### src/rtl/iom_bus_master.sv
// iom_bus_master: single-beat initiator for the 20-bit memory/IO bus.
// Turns one accepted request into an 8088-style T1/T2/T3/(Tw)/T4 cycle.
// Optional feature macro IOM_READY_EN: when defined, READY is sampled in T3/Tw
// to insert wait states, with a timeout abort after MAX_WAIT of them. When it
// is undefined, every cycle is a fixed four clocks and err stays low.
module iom_bus_master #(
    parameter int ADDR_W   = 20,
    parameter int DATA_W   = 8,
    parameter int MAX_WAIT = 15
) (
    input  logic              clk,
    input  logic              rst,
    input  logic              req,
    input  logic              req_we,
    input  logic              req_io,
    input  logic [ADDR_W-1:0] req_addr,
    input  logic [DATA_W-1:0] req_wdata,
    output logic              req_ready,
    output logic              busy,
    output logic              done,
    output logic [DATA_W-1:0] rdata,
    output logic              err,
    output logic [ADDR_W-1:0] Address,
    output logic              CS,
    output logic              ALE,
    output logic              RD,
    output logic              WR,
    output logic              IOM,
    output logic [DATA_W-1:0] Data_out,
    output logic              Data_oe,
    input  logic [DATA_W-1:0] Data_in,
    input  logic              READY
);

    typedef enum logic [5:0] {
        IDLE = 6'b000001,
        T1   = 6'b000010,
        T2   = 6'b000100,
        T3   = 6'b001000,
        TW   = 6'b010000,
        T4   = 6'b100000
    } state_t;

    state_t              state;
    state_t              state_nxt;
    logic                accept;
    logic                strobe;
    logic                to_t4;
    logic                we_l;
    logic                io_l;
    logic [ADDR_W-1:0]   addr_l;
    logic [DATA_W-1:0]   wdata_l;

`ifdef IOM_READY_EN
    localparam int CNT_W = $clog2(MAX_WAIT + 1);
    logic [CNT_W-1:0]    wait_cnt;
    logic                err_l;
    logic                timeout;
`else
    localparam int unused_max_wait = MAX_WAIT;
    logic                unused_ready;
    assign unused_ready = READY;
`endif

    // Next-state selection and bus-signal decode from the current phase
    always_comb begin
        state_nxt = state;
        req_ready = (state == IDLE) || (state == T4);
        accept    = req && req_ready;
        busy      = (state != IDLE);
        strobe    = (state == T2) || (state == T3) || (state == TW);
        done      = (state == T4);
        CS        = busy;
        ALE       = (state == T1);
        RD        = !(strobe && !we_l);
        WR        = !(strobe && we_l);
        IOM       = busy ? io_l : 1'b0;
        Address   = busy ? addr_l : '0;
        Data_oe   = busy && we_l;
        Data_out  = (busy && we_l) ? wdata_l : '0;
        err       = 1'b0;
`ifdef IOM_READY_EN
        timeout   = !READY && (wait_cnt == CNT_W'(MAX_WAIT));
        err       = done && err_l;
`endif
        case (state)
            IDLE: if (accept) state_nxt = T1;
            T1:   state_nxt = T2;
            T2:   state_nxt = T3;
`ifdef IOM_READY_EN
            T3:   state_nxt = READY ? T4 : TW;
            TW:   if (READY || timeout) state_nxt = T4;
`else
            T3:   state_nxt = T4;
            TW:   state_nxt = T4;
`endif
            T4:   state_nxt = accept ? T1 : IDLE;
            default: state_nxt = IDLE;
        endcase
        to_t4 = ((state == T3) || (state == TW)) && (state_nxt == T4);
    end

    // Phase register
    always_ff @(posedge clk or posedge rst) begin
        if (rst) state <= IDLE;
        else     state <= state_nxt;
    end

    // Request latch, loaded only on the accept edge so req_* may change freely otherwise
    always_ff @(posedge clk or posedge rst) begin
        if (rst) begin
            we_l    <= 1'b0;
            io_l    <= 1'b0;
            addr_l  <= '0;
            wdata_l <= '0;
        end else if (accept) begin
            we_l    <= req_we;
            io_l    <= req_io;
            addr_l  <= req_addr;
            wdata_l <= req_wdata;
        end
    end

    // Read data capture on the edge into T4; held across writes
    always_ff @(posedge clk or posedge rst) begin
        if (rst)                 rdata <= '0;
        else if (to_t4 && !we_l) rdata <= Data_in;
    end

`ifdef IOM_READY_EN
    // Wait-state counter: counts each entry into Tw, saturating at MAX_WAIT
    always_ff @(posedge clk or posedge rst) begin
        if (rst)
            wait_cnt <= '0;
        else if (accept)
            wait_cnt <= '0;
        else if ((state_nxt == TW) && (wait_cnt != CNT_W'(MAX_WAIT)))
            wait_cnt <= wait_cnt + 1'b1;
    end

    // Timeout flag: set when the last permitted Tw still sees READY low
    always_ff @(posedge clk or posedge rst) begin
        if (rst)                          err_l <= 1'b0;
        else if (accept)                  err_l <= 1'b0;
        else if ((state == TW) && timeout) err_l <= 1'b1;
    end
`endif

endmodule

### config.mk
export PLATFORM = sky130hd
export DESIGN_NAME = iom_bus_master
export DESIGN_NICKNAME = d
export VERILOG_FILES = /design/src/rtl/iom_bus_master.sv
export SDC_FILE = /design/constraint.sdc
export NUM_CORES = 1
export LEC_CHECK = 0
export BUFFER_PORTS_ARGS = -buffer_cell sky130_fd_sc_hd__buf_2
export CAP_MARGIN = 20
export CORE_UTILIZATION = 25
export CTS_CLUSTER_DIAMETER = 150
export CTS_CLUSTER_SIZE = 20
export DETAILED_ROUTE_END_ITERATION = 6
export SLEW_MARGIN = 30
export SYNTH_ARGS = -nofsm -noshare
export SYNTH_HDL_FRONTEND = slang
export SYNTH_SLANG_ARGS = --single-unit
### constraint.sdc
create_clock -name clk -period 4.1 [get_ports clk]
set_clock_uncertainty 0.05 [all_clocks]
set_input_delay 0.615 -clock clk [delete_from_list [all_inputs] [get_ports clk]]
set_output_delay 0.615 -clock clk [all_outputs]
set_load 0.01 [all_outputs]
==> results of run 1 <==
## logic make-up after synthesis
logic type             synth area share
AO/OA/AOI/OAI                    0.0113
flip-flops                        0.554
XOR/XNOR                         0.0132
other                           0.00188
AND/OR/NAND/NOR                   0.158
buffers and inverters            0.0459
multiplexers                      0.215
## worst min-delay path by stage
stage                           start                endpoint  cells past startpoint
3_3_place_gp    addr_l[4]$_DFFE_PP0P_   addr_l[4]$_DFFE_PP0P_                      1
3_5_place_dp   addr_l[12]$_DFFE_PP0P_  addr_l[12]$_DFFE_PP0P_                      1
2_1_floorplan  addr_l[18]$_DFFE_PP0P_  addr_l[18]$_DFFE_PP0P_                      1
4_1_cts                           rst   addr_l[7]$_DFFE_PP0P_                      2
5_1_grt                           rst  addr_l[18]$_DFFE_PP0P_                      2
6_report                          rst   addr_l[7]$_DFFE_PP0P_                      2
## stage by stage
stage / total power [W] / instance area (um2) / hold WS (ns) / worst slack (ns) / instances
after floorplan: 0.00128 / 1990 / 0.420 / 1.72 / 149
after global placement: 0.00154 / 2470 / 0.428 / 1.52 / 326
after detailed placement: 0.00156 / 2480 / 0.436 / 1.53 / 326
after CTS: 0.00185 / 2570 / 0.344 / 1.20 / 334
after global routing: 0.00195 / 2570 / 0.376 / 1.12 / 334
final: 0.00181 / 2570 / 0.328 / 1.23 / 334
## flip-flops by register name, indices dropped and copies added, names as in the netlist
name / count
wdata_l: 8
rdata: 8
io_l: 1
state: 6
addr_l: 20
we_l: 1
## layout by cell type, fill, tap and decap left out, types with 2 or more instances in the layout
cell type	Yosys	routed
and2_1	23	23
and3_1	8	8
buf_2	1	85
clkbuf_1	1	2
clkbuf_8	0	6
conb_1	1	2
dfrtp_1	43	43
inv_1	3	2
mux2_2	38	38
nor4b_1	4	4
xnor2_1	2	2
## layer usage
metal,vias to the layer above,wire length (um),GRT usage,part of all wire
met4,0,36,0.0317,0.0094
met2,56,1760,0.165,0.46
met5,-,0,0,0
li1,668,-,-,-
met1,676,1740,0.116,0.45
met3,4,307,0.0394,0.080
## worst max-delay path, cell delays in order, from the launching register on
cell	delay (ns)
dfrtp_1	0.44
or3_4	0.42
or4b_4	0.66
and3_1	0.25
buf_2	0.14
## cell usage after synthesis, types with 2 or more instances
cell,instances,share of area
mux2_2,38,0.22
and2_1,23,0.072
buf_4,2,0.0075
and3_1,8,0.025
xnor2_1,2,0.0088
buf_1,3,0.0057
nor4b_1,4,0.018
buf_6,4,0.023
inv_1,3,0.0057
dfrtp_1,43,0.54
## report_power, final
| group | internal, W | switching, W | total, W |
|---|---|---|---|
| clock | 0.000138 | 0.000139 | 0.000277 |
| combinational | 0.000429 | 0.000355 | 0.000784 |
| sequential | 0.000638 | 0.000107 | 0.000746 |
| total | 0.00120 | 0.000602 | 0.00181 |
## final cells by class
class	instances	area [um2]	area share
Multi-Input combinational cell	91	800	0.312
Inverter	3	13.8	0.00536
Sequential cell	44	1100	0.430
Timing Repair Buffer	86	433	0.169
Clock buffer	8	90.1	0.0351
Tap cell	102	128	0.0497
==> run summary, run 1 <==
Chip height: 91.2 um
TritonCTS Sinks: 44
Cell Area, Synth: 1990 um2
DR DRC count: 0
Final #Nets: 273
Final setup fails: 0
Layout fillers: 808
Mean Syn Cell Area: 13.4 um2
First-pass GRT wire length: 6490 um
Max Slew Vio Count: 0
Grt ovf: 0
Share of cells above drive strength 1: 0.582
Fin Setup TNS: 0 ns
Slew @ Worst Pin: 0.653 ns
Critical path origin: state[4]$_DFF_PP0_
Worst r2r dst: addr_l[17]$_DFFE_PP0P_
Leakage power: 1.25 nW
Die width: 91.2 um
Core area: 7730 um2
Via/cell ratio: 4.20
Layout overhead on the synthesized area: 29.0%
# IOs: 88
Num CTS Buffers: 5
TritonCTS clock tree: yes
Async S/R FF share, synth: 1.00
DRT iter0 DRCs: 25
Vias: 1404
Final Hold Viols: 0
Number of global-route vias before repair: 1400
Seq/Total Area, Yosys: 0.554
Gp weighted congestion: 0.662
Post-CTS Hold Buffers: 0
Gr usage total: 0.0990
CTS resizes: 0
Clk Tree Root Cell: clkbuf_8
Hold WC Path Type: in2async
Max-cap violations: 0
Post-CTS Setup Inserts: 0
Clk pin slew, worst setup/hold paths: 0.08 ns
Reg2Reg Setup Slack: 1.72 ns
Req. time, crit path: 3.43 ns
Avg WL per Cell: 11.5 um
Post-layout util: 0.332
H-tree Lvls: 2
Syn Inst Count: 148
Most used DFF post-synth: dfrtp_1
Pre-antenna DRT Iters: 4
Worst-Skew Late Latency: 0.29 ns
Longest Clk Path Bufs: 2
WS Path Type: reg2out
Row cnt: 32
Status: complete, no violations
RSZ-0062 raised after global routing: false
Initial antenna violation count: 0
Tcrit/Tclk final: 0.699
Pwr/cell area: 704 nW/um2
Critical path arrival: 2.20 ns
YS warnings: 0
# diodes: 0
Die area: 8320 um2
VDD IR max: 0.233 mV
Routed WL: 3840 um
Fin crit period: 2.87 ns
Reg2reg start: state[4]$_DFF_PP0_
Max frequency: 0.349 GHz
Initial Util: 0.257
Critical Path Start Type: flop
Port Buf Inserts: 85
Post-synth EDFFs: 0
DRT antenna net count: 0
#FFs+latches synth: 44
Slew headroom: 0.562
Largest net degree at the start of global routing: 45
CP Capture Point: Data_out[5]
HPWL after DPL: 2840 um
Synth cell types: 28
R2R depth: 4
Critical-path maximum fanout: 32
Worst Setup End Kind: output pin
No activity file was read; power rests on OpenSTA's default activity.
==> inputs of run 2 (changes only) <==
==> constraint.sdc (replaced) <==
create_clock -name clk -period 2.5 [get_ports clk]
set_clock_uncertainty 0.05 [all_clocks]
set_input_delay 0.375 -clock clk [delete_from_list [all_inputs] [get_ports clk]]
set_output_delay 0.375 -clock clk [all_outputs]
set_load 0.01 [all_outputs]
==> run summary, run 2 (synthesis results as in run 1) <==
Critical path arrival: 2.02 ns
Initial Util: 0.257
Hold WC Path Type: in2reg
Leakage power: 1.32 nW
DR DRC count: 0
Max frequency: 0.408 GHz
Pre-antenna DRT Iters: 3
Clk pin slew, worst setup/hold paths: 0.09 ns
RSZ-0062 raised after global routing: true
TritonCTS Sinks: 44
Final setup fails: 0
H-tree Lvls: 2
Fin crit period: 2.45 ns
Core area: 7730 um2
Layout overhead on the synthesized area: 36.3%
Max-cap violations: 0
Slew @ Worst Pin: 0.596 ns
Worst-Skew Late Latency: 0.29 ns
Gp weighted congestion: 0.664
Vias: 1483
Initial antenna violation count: 0
WS Path Type: reg2out
Row cnt: 32
Req. time, crit path: 2.08 ns
Final Hold Viols: 0
Worst Setup End Kind: output pin
Critical-path maximum fanout: 8
Routed WL: 4710 um
Non-filler cells, final: 343
Status: complete, no violations
Slew headroom: 0.600
Max Slew Vio Count: 0
Most frequent cells in the layout: buf_2 (85), dfrtp_1 (43), mux2_2 (38)
TritonCTS clock tree: yes
Final #Nets: 283
Largest register FFs: 20
Port Buf Inserts: 85
Largest net degree at the start of global routing: 29
Share of cells above drive strength 1: 0.614
VDD IR max: 0.522 mV
Post-route total power: 0.00325 W
Placed Cells: 331
Avg WL per Cell: 13.7 um
Chip height: 91.2 um
Switch share: 0.325
DRT antenna net count: 0
Longest Clk Path Bufs: 2
Reg power frac: 0.384
Hold slack final: 0.255 ns
Clk Tree Root Cell: clkbuf_8
Design area: 2710 um2
Most common cell after layout, fill and taps aside: buf_2
Tcrit/Tclk final: 0.980
Reg with most FFs: addr_l
# IOs: 88
First-pass GRT wire length: 7430 um
Critical Path Start Type: flop
Comb pwr share: 0.421
Power Internal: 0.00220 W
Post-layout util: 0.351
Clock power frac: 0.195
DRT iter0 DRCs: 36
Die width: 91.2 um
Switching power: 0.00105 W
Largest registers: addr_l (20), rdata (8), wdata_l (8)
Gr usage total: 0.116
Die area: 8320 um2
Via/cell ratio: 4.32
HPWL after DPL: 2950 um
Pwr/cell area: 1200 nW/um2
Area of placed instances: 2510 um2
# diodes: 0
Num CTS Buffers: 5
Grt ovf: 0
Number of global-route vias before repair: 1503
[run 2: power by group through the flow]
stage | clock [W] | sequential (W) | combinational, W
after floorplan | 0 | 0.00121 | 0.000889
after global placement | 0 | 0.00123 | 0.00131
after detailed placement | 0 | 0.00124 | 0.00132
after CTS | 0.000661 | 0.00125 | 0.00138
after global routing | 0.000680 | 0.00131 | 0.00150
final | 0.000635 | 0.00125 | 0.00137
[run 2: per-stage QoR]
| step | setup slack [ns] | setup TNS, ns |
|---|---|---|
| floorplan | 0.363 | 0 |
| global placement | 0.251 | 0 |
| detailed placement | 0.241 | 0 |
| CTS | -0.0192 | -0.109 |
| global route | -0.0226 | -0.0446 |
| finish | 0.0505 | 0 |
[run 2: final timing paths]
path / from / end / slack, ns / cells after the start
max in group asynchronous: rst / state[0]$_DFF_PP1_ / 1.11 / 4
hold / removal: req_wdata[1] / wdata_l[1]$_DFFE_PP0P_ / 0.25 / 2
min in group asynchronous: rst / addr_l[7]$_DFFE_PP0P_ / 0.53 / 3
setup reg to reg: state[1]$_DFF_PP0_ / rdata[5]$_DFFE_PP0P_ / 0.35 / 3
hold reg to reg: addr_l[4]$_DFFE_PP0P_ / addr_l[4]$_DFFE_PP0P_ / 0.45 / 1
setup / recovery: state[3]$_DFF_PP0_ / Data_out[4] / 0.05 / 4
[run 2: timing repair]
action / 4_1_cts / 5_1_grt
setup endpoints to repair: 30 / 32
pin swaps: 5 / 2
hold endpoints to repair: 9 / 0
hold buffers: 1 / 0
buffers inserted: 1 / 0
cloned: 2 / 1
resized for setup: 4 / 2
[run 2: layer usage]
| metal | track usage | vias to the layer above | wire, um |
|---|---|---|---|
| met5 | 0 | - | 0 |
| met4 | 0.0357 | 0 | 52 |
| met3 | 0.0369 | 6 | 306 |
| met2 | 0.194 | 58 | 2180 |
| met1 | 0.142 | 724 | 2170 |
| li1 | - | 695 | - |
[run 2: area by class of cell]
type                       instances  area, um2
sequential                        44       1100
clock buffer                       5       68.8
timing repair buffer              93        488
inverter                           3       11.3
multi-input combinational         94        853
fill                             785       5020
tap                              102        128
clock inverter                     2       60.1
[run 2: critical path, stage by stage (launching register included)]
cell and delay [ns]:
dfrtp_1 0.38, or3_4 0.43, or4b_4 0.58, and3_1 0.21
buf_2 0.14
==> inputs of run 3 (changes only) <==
--- a/config.mk
+++ b/config.mk
@@ -5,12 +5,14 @@
 export SDC_FILE = /design/constraint.sdc
 export NUM_CORES = 1
 export LEC_CHECK = 0
+export ABC_AREA = 1
 export BUFFER_PORTS_ARGS = -buffer_cell sky130_fd_sc_hd__buf_2
 export CAP_MARGIN = 20
 export CORE_UTILIZATION = 25
 export CTS_CLUSTER_DIAMETER = 150
 export CTS_CLUSTER_SIZE = 20
 export DETAILED_ROUTE_END_ITERATION = 6
+export MAX_ROUTING_LAYER = met4
 export SLEW_MARGIN = 30
 export SYNTH_ARGS = -nofsm -noshare
 export SYNTH_HDL_FRONTEND = slang
==> run summary, run 3 <==
Final #Nets: 406
TritonCTS Sinks: 44
First-pass GRT wire length: 8130 um
Slew headroom: 0.568
Pre-antenna DRT Iters: 4
Die area: 8800 um2
Switch share: 0.408
Final setup fails: 0
Most common cell after layout, fill and taps aside: nand2_1
Cell Area, Synth: 2110 um2
Largest area contributor in the synthesized netlist: dfrtp_1
Switching power: 0.00119 W
YS warnings: 0
Final Hold Viols: 0
Reg with most FFs: addr_l
Port Buf Inserts: 85
Largest net degree at the start of global routing: 32
Most used DFF post-synth: dfrtp_1
Most frequent cell after synthesis: nand2_1
Reg power frac: 0.410
Number of global-route vias before repair: 1693
Initial Util: 0.258
Comb pwr share: 0.434
Clock power frac: 0.157
Core area: 8180 um2
Max-cap violations: 0
Synth cell types: 19
Commonest cells post-synth: nand2_1 (89), dfrtp_1 (43), inv_1 (42)
Async S/R FF share, synth: 1.00
Chip height: 93.8 um
Fin Setup TNS: 0 ns
DRT antenna net count: 0
Largest register FFs: 20
Row cnt: 33
Pwr/cell area: 1070 nW/um2
Avg WL per Cell: 10.9 um
Most frequent cells in the layout: nand2_1 (89), buf_2 (85), dfrtp_1 (43)
Crit path buf inv count: 4
Clk pin slew, worst setup/hold paths: 0.08 ns
Req. time, crit path: 2.08 ns
Critical Path Start Type: flop
HPWL after DPL: 3650 um
#FFs+latches synth: 44
Critical-path cell list: inv_1 -> nor2_1 -> nand3_2 -> inv_1 -> buf_4 -> nor2_1 -> buf_2
Critical-path maximum fanout: 21
Syn Inst Count: 278
Num CTS Buffers: 5
Mean Syn Cell Area: 7.58 um2
Routed WL: 5120 um
DRT iter0 DRCs: 79
Most area-consuming cells after synthesis: dfrtp_1 (51%), nand2_1 (16%), nand3_1 (9.7%)
Via/cell ratio: 4.13
Initial antenna violation count: 0
Family with the most delay on the worst path: flip-flops
Worst-Skew Late Latency: 0.29 ns
Gp weighted congestion: 0.742
Critical path arrival: 1.67 ns
Status: complete, no violations
Share of Yosys cell area claimed by the top area cell type: 0.510
Leakage power: 1.63 nW
Fin crit period: 2.10 ns
Largest registers: addr_l (20), rdata (8), wdata_l (8)
Tcrit/Tclk final: 0.839
Layout overhead on the synthesized area: 28.8%
Clk Tree Root Cell: clkbuf_8
Gr usage total: 0.123
TritonCTS clock tree: yes
Seq/Total Area, Yosys: 0.523
Longest Clk Path Bufs: 2
Hold WC Path Type: in2reg
Grt ovf: 0
VDD IR max: 0.355 mV
WS Path Type: reg2out
RSZ-0062 raised after global routing: false
Slew @ Worst Pin: 0.646 ns
Max Slew Vio Count: 0
Worst Setup End Kind: output pin
Post-synth EDFFs: 0
Crit path max-delay cell type: dfstp_2
Slowest stage delay, CP: 0.55 ns
Hold slack final: 0.260 ns
# IOs: 88
# diodes: 0
Die width: 93.8 um
DR DRC count: 0
Power Internal: 0.00172 W
H-tree Lvls: 2
Share of cells above drive strength 1: 0.299
Max frequency: 0.477 GHz
Vias: 1943
run 3: changes by cell type after synthesis, moves of 3 or more:
cell     previous run  this run
nand2_1             1        89
nand3_1             1        41
inv_1               3        42
mux2_2             38         0
nor2_1              0        36
and2_1             23         0
and3_1              8         0
nand2_2             0         4
nor4b_1             4         0
buf_1               3         0
buf_4               2         5
run 3: path summary, 6_finish.rpt:
| check | startpoint | endpoint | slack (ns) | depth (start not counted) |
|---|---|---|---|---|
| max | state[0]$_DFF_PP1_ | Address[18] | 0.40 | 7 |
| min | req_addr[3] | addr_l[3]$_DFFE_PP0P_ | 0.26 | 3 |
| max reg2reg | state[0]$_DFF_PP1_ | addr_l[12]$_DFFE_PP0P_ | 0.42 | 7 |
| min reg2reg | rdata[2]$_DFFE_PP0P_ | rdata[2]$_DFFE_PP0P_ | 0.42 | 2 |
| max in group asynchronous | rst | state[0]$_DFF_PP1_ | 1.33 | 4 |
| min in group asynchronous | rst | rdata[4]$_DFFE_PP0P_ | 0.51 | 3 |
run 3: worst reg2reg max path: cells and delay by family (launching register included):
family,cells,cell delay [ns]
DFF,1,0.55
and+or+nand+nor,6,1.31
buffers and inverters,1,0.06
run 3: cells by family after synthesis:
logic type	Yosys count	share of synthesized area
flops	44	0.523
other cells	1	0.00178
simple gates	175	0.351
buf+inv	57	0.122
compound gates	1	0.00237
run 3: layout make-up:
| type | count | area (um2) |
|---|---|---|
| Clock buffer | 6 | 82.6 |
| Clock inverter | 2 | 10.0 |
| Fill cell | 905 | 5460 |
| Inverter | 44 | 165 |
| Multi-Input combinational cell | 178 | 752 |
| Sequential cell | 44 | 1100 |
| Tap cell | 105 | 131 |
| Timing Repair Buffer | 91 | 473 |
run 3: power by group through the flow:
| stage | Combinational, W | Sequential (W) | Clock, W |
|---|---|---|---|
| floorplan | 0.000832 | 0.00120 | 0 |
| finish | 0.00126 | 0.00119 | 0.000455 |
| global route | 0.00146 | 0.00123 | 0.000507 |
| CTS | 0.00129 | 0.00119 | 0.000487 |
| detailed placement | 0.00128 | 0.00120 | 0 |
| global placement | 0.00127 | 0.00119 | 0 |
run 3: what timing repair did:
item	CTS	global route
buffers inserted	0	0
gates resized for setup	0	0
hold buffers	1	0
endpoints found under the setup margin	0	0
endpoints found under the hold margin	11	0
run 3: through the flow:
step	setup slack [ns]	instances	instance area [um2]	total power (W)	utilization
finish	0.402	470	2720	0.00290	0.332
global route	0.176	470	2720	0.00320	0.332
CTS	0.360	470	2720	0.00296	0.332
detailed placement	0.408	461	2610	0.00249	0.320
global placement	0.447	461	2610	0.00246	0.320
floorplan	0.910	279	2110	0.00203	-
run 3: per-layer routing:
metal	GRT usage	wire length, um	share of wire
met4	0.0269	0	0
met5	-	0	0
met2	0.201	2390	0.47
met3	0.0251	260	0.051
met1	0.156	2460	0.48
